## src/rtl/godai_trace_pkg.sv

```systemverilog
// Shared types and constants for the trace recorder.
//   trc_state_e     : capture FSM states
//   MODE_*          : capture mode encodings for mode_i
//   REC_*_LSB       : record field offsets; record layout is {ts, addr, events}
package godai_trace_pkg;

    typedef enum logic [1:0] {
        TRC_IDLE   = 2'd0,
        TRC_RUN    = 2'd1,
        TRC_HALTED = 2'd2
    } trc_state_e;

    localparam logic MODE_LEVEL  = 1'b0;
    localparam logic MODE_CHANGE = 1'b1;

    localparam int unsigned REC_EVENTS_LSB = 0;

    function automatic int unsigned rec_addr_lsb(input int unsigned num_events);
        return num_events;
    endfunction

    function automatic int unsigned rec_ts_lsb(input int unsigned num_events,
                                               input int unsigned addr_width);
        return num_events + addr_width;
    endfunction

endpackage

```

## src/rtl/godai_trace_fifo.sv

```systemverilog
// First-word-fall-through circular FIFO with registered storage.
//   clk, rst      : clock, asynchronous active-high reset
//   clear_i       : synchronous flush, wins over push and pop
//   push_i/data_i : write request; accepted when not full or when a pop frees a slot
//   pop_i         : read request; ignored when empty
//   data_o        : head entry, forced to 0 when empty
//   full_o, empty_o, level_o : occupancy status
module godai_trace_fifo #(
    parameter int unsigned WIDTH = 8,
    parameter int unsigned DEPTH = 16
) (
    input  logic                     clk,
    input  logic                     rst,
    input  logic                     clear_i,
    input  logic                     push_i,
    input  logic [WIDTH-1:0]         data_i,
    input  logic                     pop_i,
    output logic [WIDTH-1:0]         data_o,
    output logic                     full_o,
    output logic                     empty_o,
    output logic [$clog2(DEPTH):0]   level_o
);

    localparam int unsigned PTR_W = $clog2(DEPTH);
    localparam int unsigned LVL_W = PTR_W + 1;

    logic [WIDTH-1:0] mem [DEPTH];
    logic [PTR_W-1:0] wr_ptr_q, rd_ptr_q;
    logic [LVL_W-1:0] level_q;
    logic             do_push, do_pop;

    assign empty_o = (level_q == '0);
    assign full_o  = (level_q == LVL_W'(DEPTH));
    assign do_pop  = pop_i && !empty_o;
    assign do_push = push_i && (!full_o || do_pop);
    assign level_o = level_q;
    // Mask the head so the output reads 0 out of reset without resetting storage.
    assign data_o  = empty_o ? '0 : mem[rd_ptr_q];

    always_ff @(posedge clk) begin
        if (do_push && !clear_i) begin
            mem[wr_ptr_q] <= data_i;
        end
    end

    always_ff @(posedge clk or posedge rst) begin
        if (rst) begin
            wr_ptr_q <= '0;
            rd_ptr_q <= '0;
            level_q  <= '0;
        end else if (clear_i) begin
            wr_ptr_q <= '0;
            rd_ptr_q <= '0;
            level_q  <= '0;
        end else begin
            if (do_push) begin
                wr_ptr_q <= wr_ptr_q + PTR_W'(1);
            end
            if (do_pop) begin
                rd_ptr_q <= rd_ptr_q + PTR_W'(1);
            end
            if (do_push && !do_pop) begin
                level_q <= level_q + LVL_W'(1);
            end else if (do_pop && !do_push) begin
                level_q <= level_q - LVL_W'(1);
            end
        end
    end

endmodule

```

## src/rtl/godai_trace_recorder.sv

```systemverilog
// Trace recorder: captures event lines plus instruction address into timestamped
// records {ts, addr, events}, buffers them and drains over a valid/ready stream.
//   clk, rst       : clock, asynchronous active-high reset
//   enable_i       : capture enable (IDLE <-> RUN)
//   clear_i        : synchronous flush of FIFO, counters, flags and FSM
//   mode_i         : 0 = capture on any event high, 1 = capture on change
//   events_i, addr_i : sampled trace inputs
//   rec_valid_o/rec_ready_i/rec_data_o : record output stream
//   level_o        : FIFO occupancy
//   overflow_o     : sticky, a record was lost or capture halted
//   drop_count_o   : saturating count of dropped records
//   halted_o       : capture stopped on full
module godai_trace_recorder
    import godai_trace_pkg::*;
#(
    parameter int unsigned NUM_EVENTS   = 6,
    parameter int unsigned ADDR_WIDTH   = 32,
    parameter int unsigned TS_WIDTH     = 16,
    parameter int unsigned DEPTH        = 16,
    parameter int unsigned STOP_ON_FULL = 0
) (
    input  logic                                   clk,
    input  logic                                   rst,
    input  logic                                   enable_i,
    input  logic                                   clear_i,
    input  logic                                   mode_i,
    input  logic [NUM_EVENTS-1:0]                  events_i,
    input  logic [ADDR_WIDTH-1:0]                  addr_i,
    output logic                                   rec_valid_o,
    input  logic                                   rec_ready_i,
    output logic [TS_WIDTH+ADDR_WIDTH+NUM_EVENTS-1:0] rec_data_o,
    output logic [$clog2(DEPTH):0]                 level_o,
    output logic                                   overflow_o,
    output logic [15:0]                            drop_count_o,
    output logic                                   halted_o
);

    localparam int unsigned REC_W    = TS_WIDTH + ADDR_WIDTH + NUM_EVENTS;
    localparam int unsigned LVL_W    = $clog2(DEPTH) + 1;
    localparam int unsigned ADDR_LSB = rec_addr_lsb(NUM_EVENTS);
    localparam int unsigned TS_LSB   = rec_ts_lsb(NUM_EVENTS, ADDR_WIDTH);

    trc_state_e            state_q, state_d;
    logic [TS_WIDTH-1:0]   ts_q;
    logic [NUM_EVENTS-1:0] prev_q;
    logic                  overflow_q;
    logic [15:0]           drop_q;

    logic             in_run, capture, pop, full, empty, push_ok, drop, filling;
    logic [REC_W-1:0] rec;

    assign in_run  = (state_q == TRC_RUN);
    assign capture = in_run && ((mode_i == MODE_CHANGE) ? (events_i != prev_q)
                                                        : (|events_i));
    assign pop     = rec_ready_i && !empty;
    assign push_ok = capture && (!full || pop);
    assign drop    = capture && full && !pop;
    // Push without a pop that brings occupancy up to DEPTH.
    assign filling = push_ok && !pop && (level_o == LVL_W'(DEPTH - 1));

    always_comb begin
        rec = '0;
        rec[REC_EVENTS_LSB +: NUM_EVENTS] = events_i;
        rec[ADDR_LSB +: ADDR_WIDTH]       = addr_i;
        rec[TS_LSB +: TS_WIDTH]           = ts_q;
    end

    godai_trace_fifo #(
        .WIDTH (REC_W),
        .DEPTH (DEPTH)
    ) u_fifo (
        .clk     (clk),
        .rst     (rst),
        .clear_i (clear_i),
        .push_i  (push_ok),
        .data_i  (rec),
        .pop_i   (rec_ready_i),
        .data_o  (rec_data_o),
        .full_o  (full),
        .empty_o (empty),
        .level_o (level_o)
    );

    always_comb begin
        state_d = state_q;
        unique case (state_q)
            TRC_IDLE: begin
                if (enable_i) state_d = TRC_RUN;
            end
            TRC_RUN: begin
                if ((STOP_ON_FULL != 0) && filling) state_d = TRC_HALTED;
                else if (!enable_i)                 state_d = TRC_IDLE;
            end
            TRC_HALTED: state_d = TRC_HALTED;
            default:    state_d = TRC_IDLE;
        endcase
        if (clear_i) state_d = TRC_IDLE;
    end

    always_ff @(posedge clk or posedge rst) begin
        if (rst) begin
            state_q    <= TRC_IDLE;
            ts_q       <= '0;
            prev_q     <= '0;
            overflow_q <= 1'b0;
            drop_q     <= '0;
        end else if (clear_i) begin
            state_q    <= TRC_IDLE;
            ts_q       <= '0;
            prev_q     <= '0;
            overflow_q <= 1'b0;
            drop_q     <= '0;
        end else begin
            state_q <= state_d;
            if (in_run) begin
                ts_q <= ts_q + TS_WIDTH'(1);
            end
            // Loading on RUN entry keeps change mode from firing on the first RUN cycle.
            if (in_run || (state_q == TRC_IDLE && enable_i)) begin
                prev_q <= events_i;
            end
            if (drop || (state_d == TRC_HALTED && in_run)) begin
                overflow_q <= 1'b1;
            end
            if (drop && drop_q != 16'hFFFF) begin
                drop_q <= drop_q + 16'd1;
            end
        end
    end

    assign rec_valid_o  = !empty;
    assign overflow_o   = overflow_q;
    assign drop_count_o = drop_q;
    assign halted_o     = (state_q == TRC_HALTED);

endmodule
```

## config.mk

```make
export PLATFORM = sky130hd
export DESIGN_NAME = godai_trace_recorder
export DESIGN_NICKNAME = d
export VERILOG_FILES = /design/src/rtl/godai_trace_pkg.sv /design/src/rtl/godai_trace_fifo.sv /design/src/rtl/godai_trace_recorder.sv
export SDC_FILE = /design/constraint.sdc
export NUM_CORES = 1
export LEC_CHECK = 0
export ABC_AREA = 1
export BUFFER_PORTS_ARGS = -buffer_cell sky130_fd_sc_hd__buf_2
export CAP_MARGIN = 15
export CORE_MARGIN = 2
export CORE_UTILIZATION = 44
export CTS_CLUSTER_SIZE = 25
export DETAILED_ROUTE_END_ITERATION = 10
export PLACE_DENSITY = 0.56
export SLEW_MARGIN = 15
export SYNTH_ARGS = -nofsm -noshare
export SYNTH_HDL_FRONTEND = slang
export SYNTH_HIERARCHICAL = 1
export SYNTH_SLANG_ARGS = --single-unit
export TNS_END_PERCENT = 100
```

## constraint.sdc

```tcl
create_clock -name clk -period 8 [get_ports clk]
set_input_delay 0.4 -clock clk [delete_from_list [all_inputs] [get_ports clk]]
set_output_delay 0.4 -clock clk [all_outputs]
set_load 0.03 [all_outputs]
```

-- After elaboration in Yosys (flattened, before gate mapping)
Memory sizes are Yosys's and may differ from the RTL's.
Cells that the tools add are included.
- register bits: 54
- ROM bits: 0
- memory bits (writable): 864
- word-level logic and storage cells: 75
- memories kept: 1
- bits in latches: 0
- input bits: 44
- magnitude comparators: 0
- reductions and logical operators: 30
- divide/modulo/power cells: 0
- shifts and indexed selects: 0
- equal/unequal tests: 6
- add/subtract/negate cells: 6
- $mul: 0
- bitwise operators: 0
- muxes and demuxes: 24
- memory list (name ; words ; width ; read ports ; clocked after memory_dff ; write ports ; line ; text):
    u_fifo.mem ; 16 ; 54 ; 1 ; 0 ; 1 ; godai_trace_fifo.sv:27 ; logic [WIDTH-1:0] mem [DEPTH];
- operators with widths (cell ; number):
    $mux W16 ; 4
    $mux W54 ; 1
    $add A16 B1 Y16 const B ; 2
    $mux W4 ; 4
    $ne A16 B16 Y1 const B ; 1
    $mux W5 ; 3
    $logic_and A1 B1 Y1 ; 12
    $mux W6 ; 2
    $reduce_bool A2 Y1 ; 6
    $add A4 B1 Y4 const B ; 2
    $mux W2 ; 4
    $ne A6 B6 Y1 ; 1
    $pmux W2 S3 ; 1
    $reduce_or A6 Y1 ; 1
    $add A5 B1 Y5 const B ; 1
    $eq A5 B5 Y1 const B ; 1
    $logic_not A1 Y1 ; 5
    $logic_not A5 Y1 ; 1
    $mux W1 ; 5
    $sub A5 B1 Y5 const B ; 1
    $eq A2 B2 Y1 const B ; 2
    $logic_or A1 B1 Y1 ; 3
    $reduce_bool A3 Y1 ; 1
    $eq A2 B1 Y1 const B ; 1
    $logic_not A2 Y1 ; 1

-- Logic depth before layout (Yosys ltp)
- word-level depth: 11
- depth in mapped cells: 18
- depth with buffers taken out: 18

-- Cells and area by module
The synthesis kept the hierarchy.
- modules (own cells, without submodules) (module ; cells each ; times used ; area an instance (um^2)):
    godai_trace_fifo ; 3073 ; 1 ; 35652.9
    godai_trace_recorder ; 350 ; 1 ; 2536.2

-- Worst setup path after synthesis
Ideal clock, no wire load.
- path type: reg-to-reg
- start point: reg u_fifo.level_q[0] (netlist: u_fifo/level_o[0])
- end point: mem u_fifo/mem[11][0] (netlist name), enable pin
- buffers on the path: 1
- stages on the path, launching flop included: 12
- clock period less this slack: 4.872 ns
- path slack: 3.128 ns
- arrival: 4.406 ns
- cells stage by stage: dfrtp_1 nor2_1 nand3_1 inv_2 buf_1 inv_1 a21boi_4 nor2_1 inv_1 nor2_2 nand2_1 nor2_1
- word-level cells in the longest chain between the ends: 9
- ends and longest elaborated chain (item ; line ; text):
    start, declared ; godai_trace_fifo.sv:29 ; logic [LVL_W-1:0] level_q;
    start signal, assigned ; godai_trace_fifo.sv:63 ; level_q <= level_q + LVL_W'(1);
    start signal, assigned ; godai_trace_fifo.sv:65 ; level_q <= level_q - LVL_W'(1);
    $logic_not A5 Y1 ; godai_trace_fifo.sv:32 ; assign empty_o = (level_q == '0);
    via empty ; godai_trace_recorder.sv:49 ; logic in_run, capture, pop, full, empty, push_ok, drop, filling;
    $logic_not A1 Y1 ; n/a ;
    via rec_valid_o ; godai_trace_recorder.sv:29 ; output logic rec_valid_o,
    $logic_and A1 B1 Y1 ; godai_trace_fifo.sv:34, godai_trace_recorder.sv:55 ;
    $logic_or A1 B1 Y1 ; godai_trace_fifo.sv:35, godai_trace_recorder.sv:56 ;
    $logic_and A1 B1 Y1 ; godai_trace_recorder.sv:56 ; assign push_ok = capture && (!full || pop);
    via push_ok ; godai_trace_recorder.sv:49 ;
    $logic_and A1 B1 Y1 ; godai_trace_fifo.sv:35 ; assign do_push = push_i && (!full_o || do_pop);
    $logic_and A1 B1 Y1 ; godai_trace_fifo.sv:41 ; if (do_push && !clear_i) begin
    $mux W1 ; godai_trace_fifo.sv:41 ;
    $mux W1 (not written as such) ; godai_trace_fifo.sv:42 ; mem[wr_ptr_q] <= data_i;
    end, declared ; godai_trace_fifo.sv:27 ;
The timed path passes the listed nets, and every way through them passes these cells.

-- Worst setup path in the final report
- start point: reg u_fifo.rd_ptr_q[0]
- end point: out rec_data_o[47]
- word-level cells in the longest chain between the ends: 2
- ends and longest elaborated chain (item ; line ; text):
    start, declared ; godai_trace_fifo.sv:28 ; logic [PTR_W-1:0] wr_ptr_q, rd_ptr_q;
    start signal, assigned ; godai_trace_fifo.sv:60 ; rd_ptr_q <= rd_ptr_q + PTR_W'(1);
    $mem_v2 Z16 W54 ; n/a ;
    $mux W54 ; godai_trace_fifo.sv:38 ; assign data_o = empty_o ? '0 : mem[rd_ptr_q];
    end, declared ; godai_trace_recorder.sv:31 ; output logic [TS_WIDTH+ADDR_WIDTH+NUM_EVENTS-1:0] rec_data_o,
Every way passes these cells.

==> impl_metrics.json <==
{
  "syn_area_per_cell_um2": 11.16,
  "grt_start_max_net_pins": 203,
  "max_stage_delay_ns": 1.01,
  "status": "completed",
  "max_slew_margin_pct": 20.52,
  "antenna_found_initial": 1,
  "synth_commonest_cells": "978 x nand2_1, 864 x edfxtp_1, 511 x nor2_1, 391 x nand3_1, 224 x o21ai_0",
  "synthToLayoutAreaGrowth_pct": 11.82,
  "numCtsBuffers": 97,
  "synth-seq-area-share_pct": 71.48,
  "cp-start-kind": "register",
  "cp.required_ns": 7.60,
  "grt_pass1_vias": 23940,
  "min_path_type": "primary input to register",
  "leakage_nw": 15.82,
  "place_inst": 4540,
  "crit_chain": "buf_12, buf_4, nor2_1, nor2_1, o21ai_0, nand3_1, nand3_1, a21oi_1, buf_2",
  "clk_latency_ns": 0.65,
  "synth_fp_nets": 3479,
  "clockBufferDepth": 3,
  "cts_resized": 0,
  "synth_cells": 3423,
  "wl_um": 96670,
  "gr-total-overflow": 0,
  "routabilityCongestion": 0.7838,
  "coreArea_um2": 86350,
  "final_layout_size_suffix_gt1_share_pct": 9.070,
  "setup_viol_count_final": 0,
  "drt_pass1_iterations": 6,
  "synth_top_area_share_pct": 67.94,
  "dieHeight_um": 298.6,
  "final_cells": 4716,
  "dieArea_um2": 89160,
  "pwr_density_cell_nw_per_um2": 302.8,
  "clock_sinks": 918,
  "start_util_pct": 44.23,
  "synthFlopType": "edfxtp_1",
  "synth_cell_types": 40,
  "netlist_area_um2": 38190,
  "ir_drop_uv": 262.4,
  "endpoint_kind": "primary output",
  "final.min_clock_period_ns": 5.143,
  "critPathKind": "register to primary output",
  "ys_ff_latch": 918,
  "root_buffer": "clkbuf_16",
  "hold_viol_final": 0,
  "clock.fmax_mhz": 194.4,
  "synth.area.top_cells": "edfxtp_1 68%, nand2_1 9.6%, nand3_1 5.1%",
  "grt_pass1_wl_um": 147600,
  "maxCapViolCount": 0,
  "fin_nets": 3543,
  "yosys.area.top_type": "edfxtp_1",
  "synth_most_common_cell": "nand2_1",
  "whs_ns": 0.1326,
  "final.period_utilization_pct": 64.29,
  "hold_buffers": 2,
  "drv_slew": 0,
  "antenna_cells": 0,
  "grt_usage_pct": 21.56,
  "r2r_start": "u_fifo/level_o[0]$_DFFE_PP0P_",
  "worstMarginPinSlew_ns": 1.192,
  "final_antenna_net_count": 0,
  "finClkSkew_ns": 0.02400,
  "critPathSlowestCell": "dfrtp_4",
  "routed-via-count": 25010,
  "via_per_inst": 5.302,
  "drc": 0,
  "setup_tns_ns": 0,
  "critical_path.top_delay_family": "buffers and inverters",
  "cts_setup_buffers": 0,
  "pin_count": 122,
  "detail_route.wl_per_cell_um": 20.50,
  "drtIter0Drc": 1992,
  "startpoint": "u_fifo/rd_ptr_q[0]$_DFFE_PP0P_",
  "crit_arrival_ns": 4.74,
  "cp_num_buf_inv": 3,
  "rows": 108,
  "synth_edf_count": 864,
  "h-tree-depth": 3,
  "die_x_um": 298.6,
  "cp_max_fo": 202,
  "hpwl_um": 48920,
  "yosys_warnings": 6,
  "placement.io_buffers": 121,
  "rsz0062_at_grt": "false",
  "synthArstFlopShare_pct": 5.882,
  "cts_tree": "done",
  "hold_path.startpoint": "addr_i[1]",
  "path_clk_slew_ns": 0.06
}
==> final cells by class <==
cell class              count  area, um^2
inverters                  59       241.5
flip-flops and latches    918       27310
multi-input cells        2253        9806
repair buffers            158       925.9
clock inverters            36       282.8
fillers                  7722       43640
well taps                1155        1445
clock buffers             137        2691
==> logic make-up after synthesis <==
family	share of synthesized area (%)
AND/OR/NAND/NOR	20.48
adder cells (fa/ha/maj)	0.4128
buffers and inverters	3.162
XOR/XNOR	0.3899
AO/OA/AOI/OAI	4.082
flip-flops	71.48
==> registers in the layout (all words and copies together), names as in the netlist <==
register	count
u_fifo/mem	864
state_q	2
u_fifo/rd_ptr_q	4
drop_count_o	16
u_fifo/wr_ptr_q	4
overflow_o	1
u_fifo/level_o	5
prev_q	6
ts_q	16
==> report_power, final <==
| part | internal [W] | switching, W |
|---|---|---|
| registers | 0.00528 | 0.000106 |
| clock network | 0.00246 | 0.00180 |
| logic | 0.000852 | 0.00243 |
==> final timing paths <==
check	end	slack (ns)	cells past startpoint
max	rec_data_o[47]	2.86	9
min	u_fifo/mem[14][7]$_DFFE_PP_	0.13	1
max reg2reg	u_fifo/mem[7][33]$_DFFE_PP_	4.10	11
min reg2reg	state_q[0]$_DFF_PP0_	0.48	1
max in group asynchronous	drop_count_o[2]$_DFFE_PP0P_	6.87	3
min in group asynchronous	u_fifo/level_o[0]$_DFFE_PP0P_	0.36	3
==> per-layer routing <==
layer  vias up  GRT usage [%]  share of wire [%]
met5         -              0              0.018
met4         2          5.982                2.1
met3       136          2.923                5.9
met2       741          34.45                 47
met1     12240          31.09                 45
li1      11890              -                  -
==> placed cells by master (no fill, tap or decap), drive strengths merged <==
cell	instances
edfxtp	864
o21a	1
dfrtp	54
nor3	12
o21ai	239
a21boi	1
nand3	392
and2	1
nand2	983
nor4	1
bufinv	4
clkinv	34
xor2	12
fa	1
a21oi	65
clkbuf	137
nor3b	2
inv	57
nand4	10
a211oi	1
xnor2	5
and3	1
dlygate4sd3	2
buf	156
ha	11
nor2	515
==> stage by stage <==
stage          setup slack, ns  power [W]  area [um^2]  util, %
3_3_place_gp             3.583   0.008776        39690    45.96
5_1_grt                  2.589    0.01358        42700    49.46
4_1_cts                  2.901    0.01304        42680    49.43
6_report                 2.857    0.01293        42700    49.46
3_5_place_dp             3.605   0.008786        39690    45.96
2_1_floorplan            3.128   0.007875        38190        -
Power figures use the tool's default switching activity.
